--- config.mk ---
export PLATFORM = sky130hd
export DESIGN_NAME = pipe_stage_reg
export DESIGN_NICKNAME = d
export VERILOG_FILES = /design/src/rtl/pipe_pkg.sv /design/src/rtl/pipe_stage_reg_exc_merge.sv /design/src/rtl/pipe_stage_reg.sv
export SDC_FILE = /design/constraint.sdc
export NUM_CORES = 1
export LEC_CHECK = 0
export ABC_CLOCK_PERIOD_IN_PS = 2100
export CORE_ASPECT_RATIO = 1.75
export CORE_UTILIZATION = 39
export DETAILED_ROUTE_END_ITERATION = 7
export PLACE_DENSITY = 0.8
export SETUP_SLACK_MARGIN = 0.4
export SLEW_MARGIN = 20
export SYNTH_ARGS = -nofsm -noshare
export SYNTH_HDL_FRONTEND = slang
export SYNTH_SLANG_ARGS = --single-unit
--- constraint.sdc ---
create_clock -name clk -period 2.1 [get_ports clk]
set_clock_uncertainty 0.2 [all_clocks]
set_input_delay 0.42 -clock clk [delete_from_list [all_inputs] [get_ports clk]]
set_output_delay 0.42 -clock clk [all_outputs]
set_load 0.03 [all_outputs]
--- src/rtl/pipe_pkg.sv ---
// Shared constants and types for the P7 pipeline registers: boot/handler
// addresses, ExcCode encodings and the fixed-width part of a stage record.
package pipe_pkg;

    localparam logic [31:0] INITIAL_ADDRESS = 32'h0000_3000;
    localparam logic [31:0] HANDLER_ADDRESS = 32'h0000_4180;

    typedef enum logic [4:0] {
        EXC_NONE    = 5'd0,
        EXC_ADEL    = 5'd4,
        EXC_ADES    = 5'd5,
        EXC_SYSCALL = 5'd8,
        EXC_RI      = 5'd10,
        EXC_OV      = 5'd12
    } exc_code_e;

    // Payload and Tnew are parameter-sized, so they live outside this record.
    typedef struct packed {
        logic        valid;
        logic [31:0] instr;
        logic [31:0] pc;
        logic [4:0]  a3;
        logic        rfwr;
        logic [4:0]  exc;
        logic        bd;
    } stage_hdr_t;

    function automatic logic [4:0] first_exc(input logic [4:0] older,
                                             input logic [4:0] younger);
        return (older != EXC_NONE) ? older : younger;
    endfunction

endpackage

--- src/rtl/pipe_stage_reg_exc_merge.sv ---
// ExcCode merge: the exception already carried by the instruction wins over
// one detected in this stage; an excepting instruction may lose its writeback.
module exc_merge
    import pipe_pkg::*;
#(
    parameter bit KILL_ON_EXC = 1'b1
) (
    input  logic [4:0] in_exc,
    input  logic [4:0] new_exc,
    input  logic       in_rfwr,
    input  logic [4:0] in_a3,
    output logic [4:0] exc_o,
    output logic       rfwr_o,
    output logic [4:0] a3_o
);

    logic kill;

    // NOTE: every always_comb output gets a default first so no path leaves
    // it unassigned, which would otherwise infer a latch.
    always_comb begin
        exc_o  = first_exc(in_exc, new_exc);
        kill   = KILL_ON_EXC && (exc_o != EXC_NONE);
        rfwr_o = in_rfwr;
        a3_o   = in_a3;
        if (kill) begin
            rfwr_o = 1'b0;
            a3_o   = 5'd0;
        end
    end

endmodule

--- src/rtl/pipe_stage_reg.sv ---
// Generic inter-stage register (D/E, E/M, M/W) with stall, flush bubbles that
// keep EPC/BD, exception clear, ExcCode merging and a saturating bubble count.
module pipe_stage_reg
    import pipe_pkg::*;
#(
    parameter int unsigned DATA_W      = 64,
    parameter int unsigned TNEW_W      = 2,
    parameter int unsigned TNEW_DEC    = 1,
    parameter bit          KILL_ON_EXC = 1'b1,
    parameter logic [31:0] RESET_PC    = INITIAL_ADDRESS,
    parameter logic [31:0] HANDLER_PC  = HANDLER_ADDRESS,
    parameter int unsigned CNT_W       = 16
) (
    input  logic              clk,
    input  logic              reset,
    input  logic              req,
    input  logic              flush,
    input  logic              stall,
    input  logic              in_valid,
    input  logic [31:0]       in_instr,
    input  logic [31:0]       in_pc,
    input  logic [DATA_W-1:0] in_data,
    input  logic [4:0]        in_a3,
    input  logic              in_rfwr,
    input  logic [TNEW_W-1:0] in_tnew,
    input  logic [4:0]        in_exc,
    input  logic [4:0]        new_exc,
    input  logic              in_bd,
    output logic              out_valid,
    output logic [31:0]       out_instr,
    output logic [31:0]       out_pc,
    output logic [DATA_W-1:0] out_data,
    output logic [4:0]        out_a3,
    output logic              out_rfwr,
    output logic [TNEW_W-1:0] out_tnew,
    output logic [4:0]        out_exc,
    output logic              out_bd,
    output logic [CNT_W-1:0]  bubble_cnt
);

    localparam logic [TNEW_W-1:0] TNEW_DEC_W = TNEW_W'(TNEW_DEC);

    localparam stage_hdr_t RESET_HDR = '{
        valid: 1'b0, instr: 32'd0, pc: RESET_PC, a3: 5'd0,
        rfwr: 1'b0, exc: 5'd0, bd: 1'b0
    };

    stage_hdr_t        hdr_q, hdr_d;
    logic [DATA_W-1:0] data_q, data_d;
    logic [TNEW_W-1:0] tnew_q, tnew_d;
    logic [CNT_W-1:0]  cnt_q, cnt_d;

    logic [4:0] merged_exc;
    logic       merged_rfwr;
    logic [4:0] merged_a3;

    exc_merge #(
        .KILL_ON_EXC (KILL_ON_EXC)
    ) u_exc_merge (
        .in_exc  (in_exc),
        .new_exc (new_exc),
        .in_rfwr (in_rfwr),
        .in_a3   (in_a3),
        .exc_o   (merged_exc),
        .rfwr_o  (merged_rfwr),
        .a3_o    (merged_a3)
    );

    always_comb begin
        hdr_d  = hdr_q;
        data_d = data_q;
        tnew_d = tnew_q;
        cnt_d  = cnt_q;

        if (req) begin
            hdr_d    = '0;
            hdr_d.pc = HANDLER_PC;
            data_d   = '0;
            tnew_d   = '0;
        end else if (flush) begin
            // A bubble keeps PC and BD so EPC/BD stay correct if it is the
            // oldest slot when an interrupt is taken.
            hdr_d    = '0;
            hdr_d.pc = in_pc;
            hdr_d.bd = in_bd;
            data_d   = '0;
            tnew_d   = '0;
            if (cnt_q != '1) begin
                cnt_d = cnt_q + 1'b1;
            end
        end else if (!stall) begin
            hdr_d.valid = in_valid;
            hdr_d.instr = in_instr;
            hdr_d.pc    = in_pc;
            hdr_d.bd    = in_bd;
            data_d      = in_data;
            if (in_valid) begin
                hdr_d.exc  = merged_exc;
                hdr_d.rfwr = merged_rfwr;
                hdr_d.a3   = merged_a3;
                tnew_d     = (in_tnew >= TNEW_DEC_W) ? in_tnew - TNEW_DEC_W : '0;
            end else begin
                hdr_d.exc  = 5'd0;
                hdr_d.rfwr = 1'b0;
                hdr_d.a3   = 5'd0;
                tnew_d     = '0;
            end
        end
    end

    // NOTE: state is updated with non-blocking assignments so every flop
    // samples the pre-edge value of the others; reset is synchronous here.
    always_ff @(posedge clk) begin
        if (reset) begin
            hdr_q  <= RESET_HDR;
            data_q <= '0;
            tnew_q <= '0;
            cnt_q  <= '0;
        end else begin
            hdr_q  <= hdr_d;
            data_q <= data_d;
            tnew_q <= tnew_d;
            cnt_q  <= cnt_d;
        end
    end

    assign out_valid  = hdr_q.valid;
    assign out_instr  = hdr_q.instr;
    assign out_pc     = hdr_q.pc;
    assign out_data   = data_q;
    assign out_a3     = hdr_q.a3;
    assign out_rfwr   = hdr_q.rfwr;
    assign out_tnew   = tnew_q;
    assign out_exc    = hdr_q.exc;
    assign out_bd     = hdr_q.bd;
    assign bubble_cnt = cnt_q;

endmodule

==> impl_metrics.toml, run 1 <==
[status]
status = "finished clean"

[clock_tree]
cts_buffer_depth = 2
root_buffer = "clkbuf_16"
postCtsHoldBufs = 0
cts_buffers = 17
cts_tree = "done"
htreeDepth = 4
clock_sinks = 159
cts.clk_slew.worst_paths_ns = 0.07
clk_latency_ns = 0.41

[worst_setup_path]
reg2reg_depth = 4
critPathRequiredTime_ns = 2.24
crit_type = "flip-flop to flip-flop"
r2r_end = "bubble_cnt[11]$_SDFFE_PP0P_"
cp.arrival_ns = 1.98
r2r_start = "bubble_cnt[2]$_SDFFE_PP0P_"
cp-start-kind = "flip-flop"
r2r_slack_ns = 0.26
cp-end-kind = "flip-flop"
path_max_fanout = 7
critPathLaunch = "bubble_cnt[2]$_SDFFE_PP0P_"
critPathCapture = "bubble_cnt[11]$_SDFFE_PP0P_"

[worst_hold_path]
min_from = "stall"
hold_class = "primary input to flip-flop"

[grt]
grt_pass1_wl_um = 27800
grt-ovfl-total = 0
antenna_found_initial = 2
grt_pass1_vias = 5417
grt_usage_pct = 23.5
grt_max_degree = 60

[flow_run]
drv_cap = 0

[route]
routedWlPerCell_um = 16.6
wirelength_um = 19100
drc = 0
num_vias = 5731
drtPass1Iterations = 4
drt_iter0_drc = 175
ant_nets = 0
viasPerCell = 5.00

[sta]
finalMaxSlewViolations = 0
setup_viol = 0
hold_slack_ns = 0.113
max_freq_ghz = 0.544
hold_viol_final = 0
slew_headroom_pct = 69.9
worst_slack_ns = 0.261
tns_ns = 0
period_needed_ns = 1.84
worst-slew-pin-transition_ns = 0.448
timing.final.crit_share_pct = 87.6
rsz0062_at_grt = "true"

[synthesis]
yosysSeqAreaShare_pct = 53.9
async_flop_share_pct = 0
synth_top_cell_by_area = "dfxtp_1"
syn_area_mm2 = 0.00591
ys.flop_type = "dfxtp_1"
synth-edff-count = 0
yosysUniqueCellTypes = 44
syn_nets = 766
synth_area_leaders = "dfxtp_1, mux2i_1, nor2_1"
ys_warn_count = 0
synth_seq_cells = 159
syn_inst = 612
yosys.area.top_type_share_pct = 53.9
avgSynthCellArea_um2 = 9.65

[finish]
multi_input_area_mm2 = 0.00271
drive_above_1_share_pct = 29.7
area_growth_pct = 64.2
fill_cells = 1249
seqCellArea_mm2 = 0.00322
final_util_pct = 65.4
final_cell_mix = "dfxtp_1, clkdlybuf4s50_1, buf_2"
stdcell_count = 1147
fin_nets = 1104

[floorplanning]
die_x_um = 95.0
core_area_mm2 = 0.0148
die-height_um = 165
dieArea_mm2 = 0.0157
row_count = 59
ios = 312
start_util_pct = 39.8

[placement]
hpwl_um = 13200
dpl.cell_count = 1097
portBuffers = 311
gp_congestion = 0.848
dp_slack_ns = -0.293

[power_and_ir_drop]
vdd_ir_drop_max_v = 0.000683
leakagePower_uw = 0.00436
p_per_area_mw_per_mm2 = 711
==> routing by layer <==
| metal | global-route usage (%) | routed length [um] | up-vias |
|---|---|---|---|
| met5 | 0 | 26 | - |
| met4 | 11.6 | 618 | 4 |
| met3 | 7.69 | 1440 | 42 |
| met2 | 41.6 | 10000 | 230 |
| met1 | 24.3 | 6940 | 2666 |
| li1 | - | - | 2789 |
==> through the flow <==
step | area [um2] | power, uW
final | 9700 | 6890
after global routing | 9700 | 7150
after CTS | 10200 | 6980
after detailed placement | 9450 | 4100
after global placement | 9450 | 4090
after floorplan | 5990 | 3580
==> timing repair <==
item / in CTS / in global routing
pin swaps: 19 / 10
gates cloned: 2 / 0
setup endpoints to repair: 308 / 149
resized for setup: 568 / 217
buffers inserted: 11 / 4
==> cell type report <==
type,count,share of cell area (%)
Clock inverter,14,1.21
Antenna cell,1,0.0258
Timing Repair Buffer,357,30.7
Sequential cell,159,33.2
Inverter,4,0.155
Multi-Input combinational cell,411,27.9
Tap cell,183,2.36
Clock buffer,18,4.42
==> power breakdown <==
part | switching, uW | internal (uW) | leakage, uW
combinational | 422 | 469 | 0.00280
sequential | 34.8 | 3070 | 0.00130
clock | 1340 | 1550 | 0.000263
==> synth_stat cells (2+ instances only) <==
| cell | n |
|---|---|
| a211oi_1 | 2 |
| a21oi_1 | 40 |
| a2bb2oi_1 | 5 |
| a31oi_1 | 6 |
| a32o_1 | 6 |
| and3_1 | 4 |
| buf_1 | 6 |
| clkbuf_1 | 31 |
| dfxtp_1 | 159 |
| inv_1 | 4 |
| mux2_2 | 2 |
| mux2i_1 | 99 |
| nand2_1 | 71 |
| nand2b_1 | 3 |
| nand3_1 | 3 |
| nand4_1 | 4 |
| nor2_1 | 116 |
| nor2b_1 | 2 |
| nor3_1 | 3 |
| nor4_1 | 6 |
| o21ai_0 | 3 |
| o21bai_1 | 2 |
| o31ai_1 | 7 |
| or3_2 | 2 |
| or4_1 | 7 |
==> how the worst min path moves through the flow <==
stage,slack (ns),endpoint,cells after the start
2_1_floorplan,0.32,out_pc[12]$_SDFFE_PP1P_,1
3_3_place_gp,0.24,out_pc[23]$_SDFFE_PP0P_,2
3_5_place_dp,0.24,out_pc[6]$_SDFFE_PP0P_,2
4_1_cts,0.10,out_instr[20]$_SDFFE_PP0N_,3
5_1_grt,0.13,out_instr[20]$_SDFFE_PP0N_,3
6_report,0.11,out_instr[20]$_SDFFE_PP0N_,3
==> flip-flops by register name (all words and copies together), names as in the netlist <==
| register | flops |
|---|---|
| out_data | 64 |
| bubble_cnt | 16 |
| out_instr | 32 |
| out_bd | 1 |
| out_a3 | 5 |
| out_valid | 1 |
| out_pc | 32 |
| out_rfwr | 1 |
| out_exc | 5 |
| out_tnew | 2 |
==> cell families (layout without fill, tap and decap cells) <==
logic type / count (synthesis) / after routing / share of synthesized area [%]
muxes: 101 / 101 / 17.2
DFF: 159 / 159 / 53.9
AOI/OAI and AO/OA: 78 / 78 / 8.52
and+or+nand+nor: 230 / 231 / 17.3
adders and majority gates: 1 / 1 / 0.212
buffers and inverters: 43 / 393 / 2.88
other: 0 / 1 / 0
==> critical path, stage by stage, from the launching register on <==
cell,delay (ns)
dfxtp_4,0.39
nand4b_4,0.12
or3_4,0.43
or4_4,0.49
a21oi_2,0.15
Note: power is estimated with default switching activity, not from simulation.
==> inputs of run 2 (changes only) <==
CAP_MARGIN = 20   (was unset)
==> results of run 2 <==
Same layout as run 1: the final DEF is identical, and so are final timing and power.
==> inputs of run 3 (changes only) <==
CORE_AREA = 2 2 120 122   (was unset)
CORE_ASPECT_RATIO = unset   (was 1.75)
CORE_UTILIZATION = unset   (was 39)
DIE_AREA = 0 0 122 124   (was unset)
DONT_BUFFER_PORTS = 1   (was unset)
PLACE_DENSITY = 0.57   (was 0.8)
==> run 3 against run 2 <==
The flow now stops in clock tree synthesis. Synthesized area did not move. Synthesized cell count did not move.
==> impl_metrics.toml, run 3 <==
[clock_tree]
cts-resized-gates = 7
cts_buffers = 17
root_buffer = "clkbuf_16"
clock_sinks = 159
cts_buffer_depth = 2
htreeDepth = 4
cts_setup_buffers = 8
postCtsHoldBufs = 164

[floorplanning]
row_count = 43
die_x_um = 122
die-height_um = 124
ios = 312
start_util_pct = 43.0

[synthesis]
synth-edff-count = 0
yosysUniqueCellTypes = 44
synth_top_cell_by_area = "dfxtp_1"
synth_area_leaders = "dfxtp_1, mux2i_1, nor2_1"
async_flop_share_pct = 0
ys_warn_count = 0
yosysSeqAreaShare_pct = 53.9
synth.most_common_cell = "dfxtp_1"
yosys.area.top_type_share_pct = 53.9
ys.flop_type = "dfxtp_1"
synth_common_cells = "dfxtp_1, nor2_1, mux2i_1"
syn_inst = 612
syn_nets = 766
avgSynthCellArea_um2 = 9.65
syn_area_mm2 = 0.00591
synth_seq_cells = 159

[placement]
postPlaceCellArea_mm2 = 0.00620
hpwl_um = 11100
gp_congestion = 0.898
portBuffers = 0

[status]
status = "did not finish"
haltStage = "clock tree synthesis"
error = "[ERROR RSZ-0060] Max buffer count reached."
[run 3: cell counts after synthesis]
Identical to the previous run, type by type.
[run 3: kinds of logic after synthesis]
kind of cell	share of synthesized area [%]
buffers and inverters	2.88
adder cells (fa/ha/maj)	0.212
multiplexers	17.2
flip-flops	53.9
AND/OR/NAND/NOR	17.3
AO/OA/AOI/OAI	8.52
[run 3: through the flow]
stage	util, %	cells	hold WS (ns)	setup slack (ns)
floorplan	-	612	0.323	0.0598
global placement	45.2	773	0.284	0.156
detailed placement	45.2	773	0.284	0.0893
==> inputs of run 4 (changes only) <==
CORE_AREA = unset   (was 2 2 120 122)
CORE_UTILIZATION = 40   (was unset)
DIE_AREA = unset   (was 0 0 122 124)
PLACE_DENSITY = unset   (was 0.57)
PLACE_DENSITY_LB_ADDON = 0.15   (was unset)
SETUP_SLACK_MARGIN = unset   (was 0.4)
==> run 4 against run 3 <==
The flow again stops in clock tree synthesis. Synthesized area stayed put. Synthesized cell count stayed put.
==> impl_metrics.toml, run 4 <==
[clock_tree]
cts_setup_buffers = 0
cts-resized-gates = 0
postCtsHoldBufs = 163
cts_buffer_depth = 2
htreeDepth = 4
clock_sinks = 159
root_buffer = "clkbuf_16"
cts_buffers = 17

[floorplanning]
die-height_um = 124
die_x_um = 124
start_util_pct = 40.8
row_count = 44
ios = 312

[placement]
gp_congestion = 0.829
postPlaceCellArea_mm2 = 0.00621
hpwl_um = 10700
portBuffers = 0

[synthesis]
synth_area_leaders = "dfxtp_1, mux2i_1, nor2_1"
ys_warn_count = 0
synth_common_cells = "dfxtp_1, nor2_1, mux2i_1"
synth-edff-count = 0
yosysUniqueCellTypes = 44
synth_seq_cells = 159
avgSynthCellArea_um2 = 9.65
yosys.area.top_type_share_pct = 53.9
synth.most_common_cell = "dfxtp_1"
async_flop_share_pct = 0
ys.flop_type = "dfxtp_1"
syn_area_mm2 = 0.00591
syn_nets = 766
syn_inst = 612
yosysSeqAreaShare_pct = 53.9
synth_top_cell_by_area = "dfxtp_1"

[status]
haltStage = "clock tree synthesis"
status = "did not finish"
error = "[ERROR RSZ-0060] Max buffer count reached."
-- run 4: cell counts after synthesis --
Identical to the previous run, type by type.
-- run 4: kinds of logic after synthesis --
group	synth area share, %
multiplexers	17.2
flip-flops	53.9
AO/OA/AOI/OAI	8.52
adder cells (fa/ha/maj)	0.212
buffers and inverters	2.88
AND/OR/NAND/NOR	17.3
-- run 4: stage by stage --
step	worst slack, ns	utilization (%)	hold WS, ns	cells
3_5_place_dp	0.105	42.9	0.290	781
3_3_place_gp	0.145	42.9	0.288	781
2_1_floorplan	0.00294	-	0.323	612
==> RTL change (config.mk and constraints of run 1) <==
`data_q` no longer has a reset.
--- a/src/rtl/pipe_stage_reg.sv
+++ b/src/rtl/pipe_stage_reg.sv
@@ -113,15 +113,17 @@
     always_ff @(posedge clk) begin
         if (reset) begin
             hdr_q  <= RESET_HDR;
-            data_q <= '0;
             tnew_q <= '0;
             cnt_q  <= '0;
         end else begin
             hdr_q  <= hdr_d;
-            data_q <= data_d;
             tnew_q <= tnew_d;
             cnt_q  <= cnt_d;
         end
+    end
+
+    always_ff @(posedge clk) begin
+        data_q <= data_d;
     end
 
     assign out_valid  = hdr_q.valid;
Function: changed (a bounded check fails within 4 cycles, from zero or initial values and one cycle with reset high).
==> RTL change against run 1 <==
Total power up 0.24%; largest power group unchanged; final area down 0.63%; worst setup slack better by 0.032 ns; routed wire length down 2.7%; sequential cell count unchanged; worst hold slack better by 0.14 ns; via count down 3.1%; sequential share of layout area up 0.25 points; fmax up 1.7%; combinational power up 7.2%; count of clock-buffer cells in the layout up 1; die area up 1.0%; first-iteration DRC count down 42%; synthesized area up 1.0%.
==> RTL change: results (changes against run 1) <==
* Internal power at 5110 µW (+0.39%)
* Worst Reg-to-Reg Cells at 6 (+2)
* Post-DP HPWL at 13500 µm (+2.4%)
* Synth top area cells: dfxtp_1, mux2i_1, nor2_1
* Rel. slew slack at 60.1% (-9.7 points)
* Worst r2r src: bubble_cnt[1]$_SDFFE_PP0P_
* Hold worst-path end: out_bd$_SDFFE_PP0P_
* Worst path max stage delay at 0.37 ns (-0.12 ns)
* CP Max Fanout at 6 (-1)
* Syn_nets at 773 (+0.91%)
* Pleak at 0.00434 µW (-0.49%)
* Max IR drop VDD at 0.000492 V (-28%)
* Mean routed wirelength per cell at 16.2 µm (-2.6%)
* Register area share after synthesis at 53.4% (-0.54 points)
* Final net count at 1102 (-0.18%)
* Worst hold slack at 0.249 ns (+0.136 ns)
* First-pass GRT wire length at 27900 µm (+0.20%)
* Post-synthesis cell type count at 43 (-2.3%)
* Status: finished clean
* Tightest Hold Check Type: reg2reg
* Top Family by Delay on Critical Path: flip-flops
* Commonest cells in the synthesized netlist: dfxtp_1, nor2_1, mux2i_1
* Largest net degree at the start of global routing at 84 (+40%)
* CP max stage cell: dfxtp_4
* Via density at 4.85 (-3.0%)
* R2R Setup Slk at 0.29 ns (+0.03 ns)
RTL change: area by class of cell:
type	count	area, µm²
fillers	1282	5270
flip-flops and latches	159	3230
repair buffers	351	2910
multi-input cells	412	2700
clock buffers	19	433
well taps	183	229
clock inverters	13	109
inverters	7	26.3
diodes	2	5.00
RTL change: power groups by stage:
stage	combinational (µW)	sequential [µW]	clock (µW)
finish	955	3130	2820
global route	1020	3140	3030
CTS	987	3140	2910
detailed placement	1010	3210	0
global placement	1000	3200	0
floorplan	294	3370	0
RTL change: worst register-to-register path: stages, from the launching register on:
cell and delay, ns:
dfxtp_4 0.37, ha_4 0.16, nand4_1 0.18, o211ai_1 0.26, buf_4 0.20, nor3_4 0.04, mux2_4 0.28
RTL change: timing repair:
action,4_1_cts,5_1_grt
pin swaps,8,6
cloned,0,0
buffers inserted,3,2
resized for setup,584,191
endpoints found under the setup margin,254,131
RTL change: cell families after synthesis:
logic type               share of synthesized area, %
adder cells (fa/ha/maj)                         0.210
multiplexers                                     17.4
flip-flops                                       53.4
AND/OR/NAND/NOR                                  17.7
AO/OA/AOI/OAI                                    7.87
buffers and inverters                            3.48
RTL change: worst max path at each step:
stage | slack, ns | startpoint | cells after the start | endpoint
floorplan | 0.07 | bubble_cnt[1]$_SDFFE_PP0P_ | 5 | bubble_cnt[0]$_SDFFE_PP0P_
global placement | -0.32 | req | 6 | bubble_cnt[13]$_SDFFE_PP0P_
detailed placement | -0.36 | req | 6 | bubble_cnt[13]$_SDFFE_PP0P_
CTS | 0.29 | bubble_cnt[0]$_SDFFE_PP0P_ | 6 | bubble_cnt[11]$_SDFFE_PP0P_
global route | 0.22 | bubble_cnt[1]$_SDFFE_PP0P_ | 6 | bubble_cnt[11]$_SDFFE_PP0P_
finish | 0.29 | bubble_cnt[1]$_SDFFE_PP0P_ | 6 | bubble_cnt[11]$_SDFFE_PP0P_
RTL change: stage by stage:
stage | utilization (%) | setup TNS (ns) | worst slack (ns) | instances | instance area (µm²)
final | 64.6 | 0 | 0.292 | 1146 | 9640
after global routing | 64.6 | 0 | 0.223 | 1146 | 9640
after CTS | 67.6 | 0 | 0.294 | 1142 | 10100
after detailed placement | 63.8 | -20.42 | -0.360 | 1107 | 9520
after global placement | 63.8 | -16.17 | -0.323 | 1107 | 9520
after floorplan | - | 0 | 0.0652 | 619 | 6060
RTL change: per-layer routing:
metal  vias up  part of all wire, %  GRT usage, %  wire [µm]
met5         -                    0             0          0
met4         0                  2.1          8.63        385
met3        26                  9.4          8.91       1750
met2       215                   54          42.2       9970
met1      2545                   35          22.3       6430
li1       2768                    -             -          -
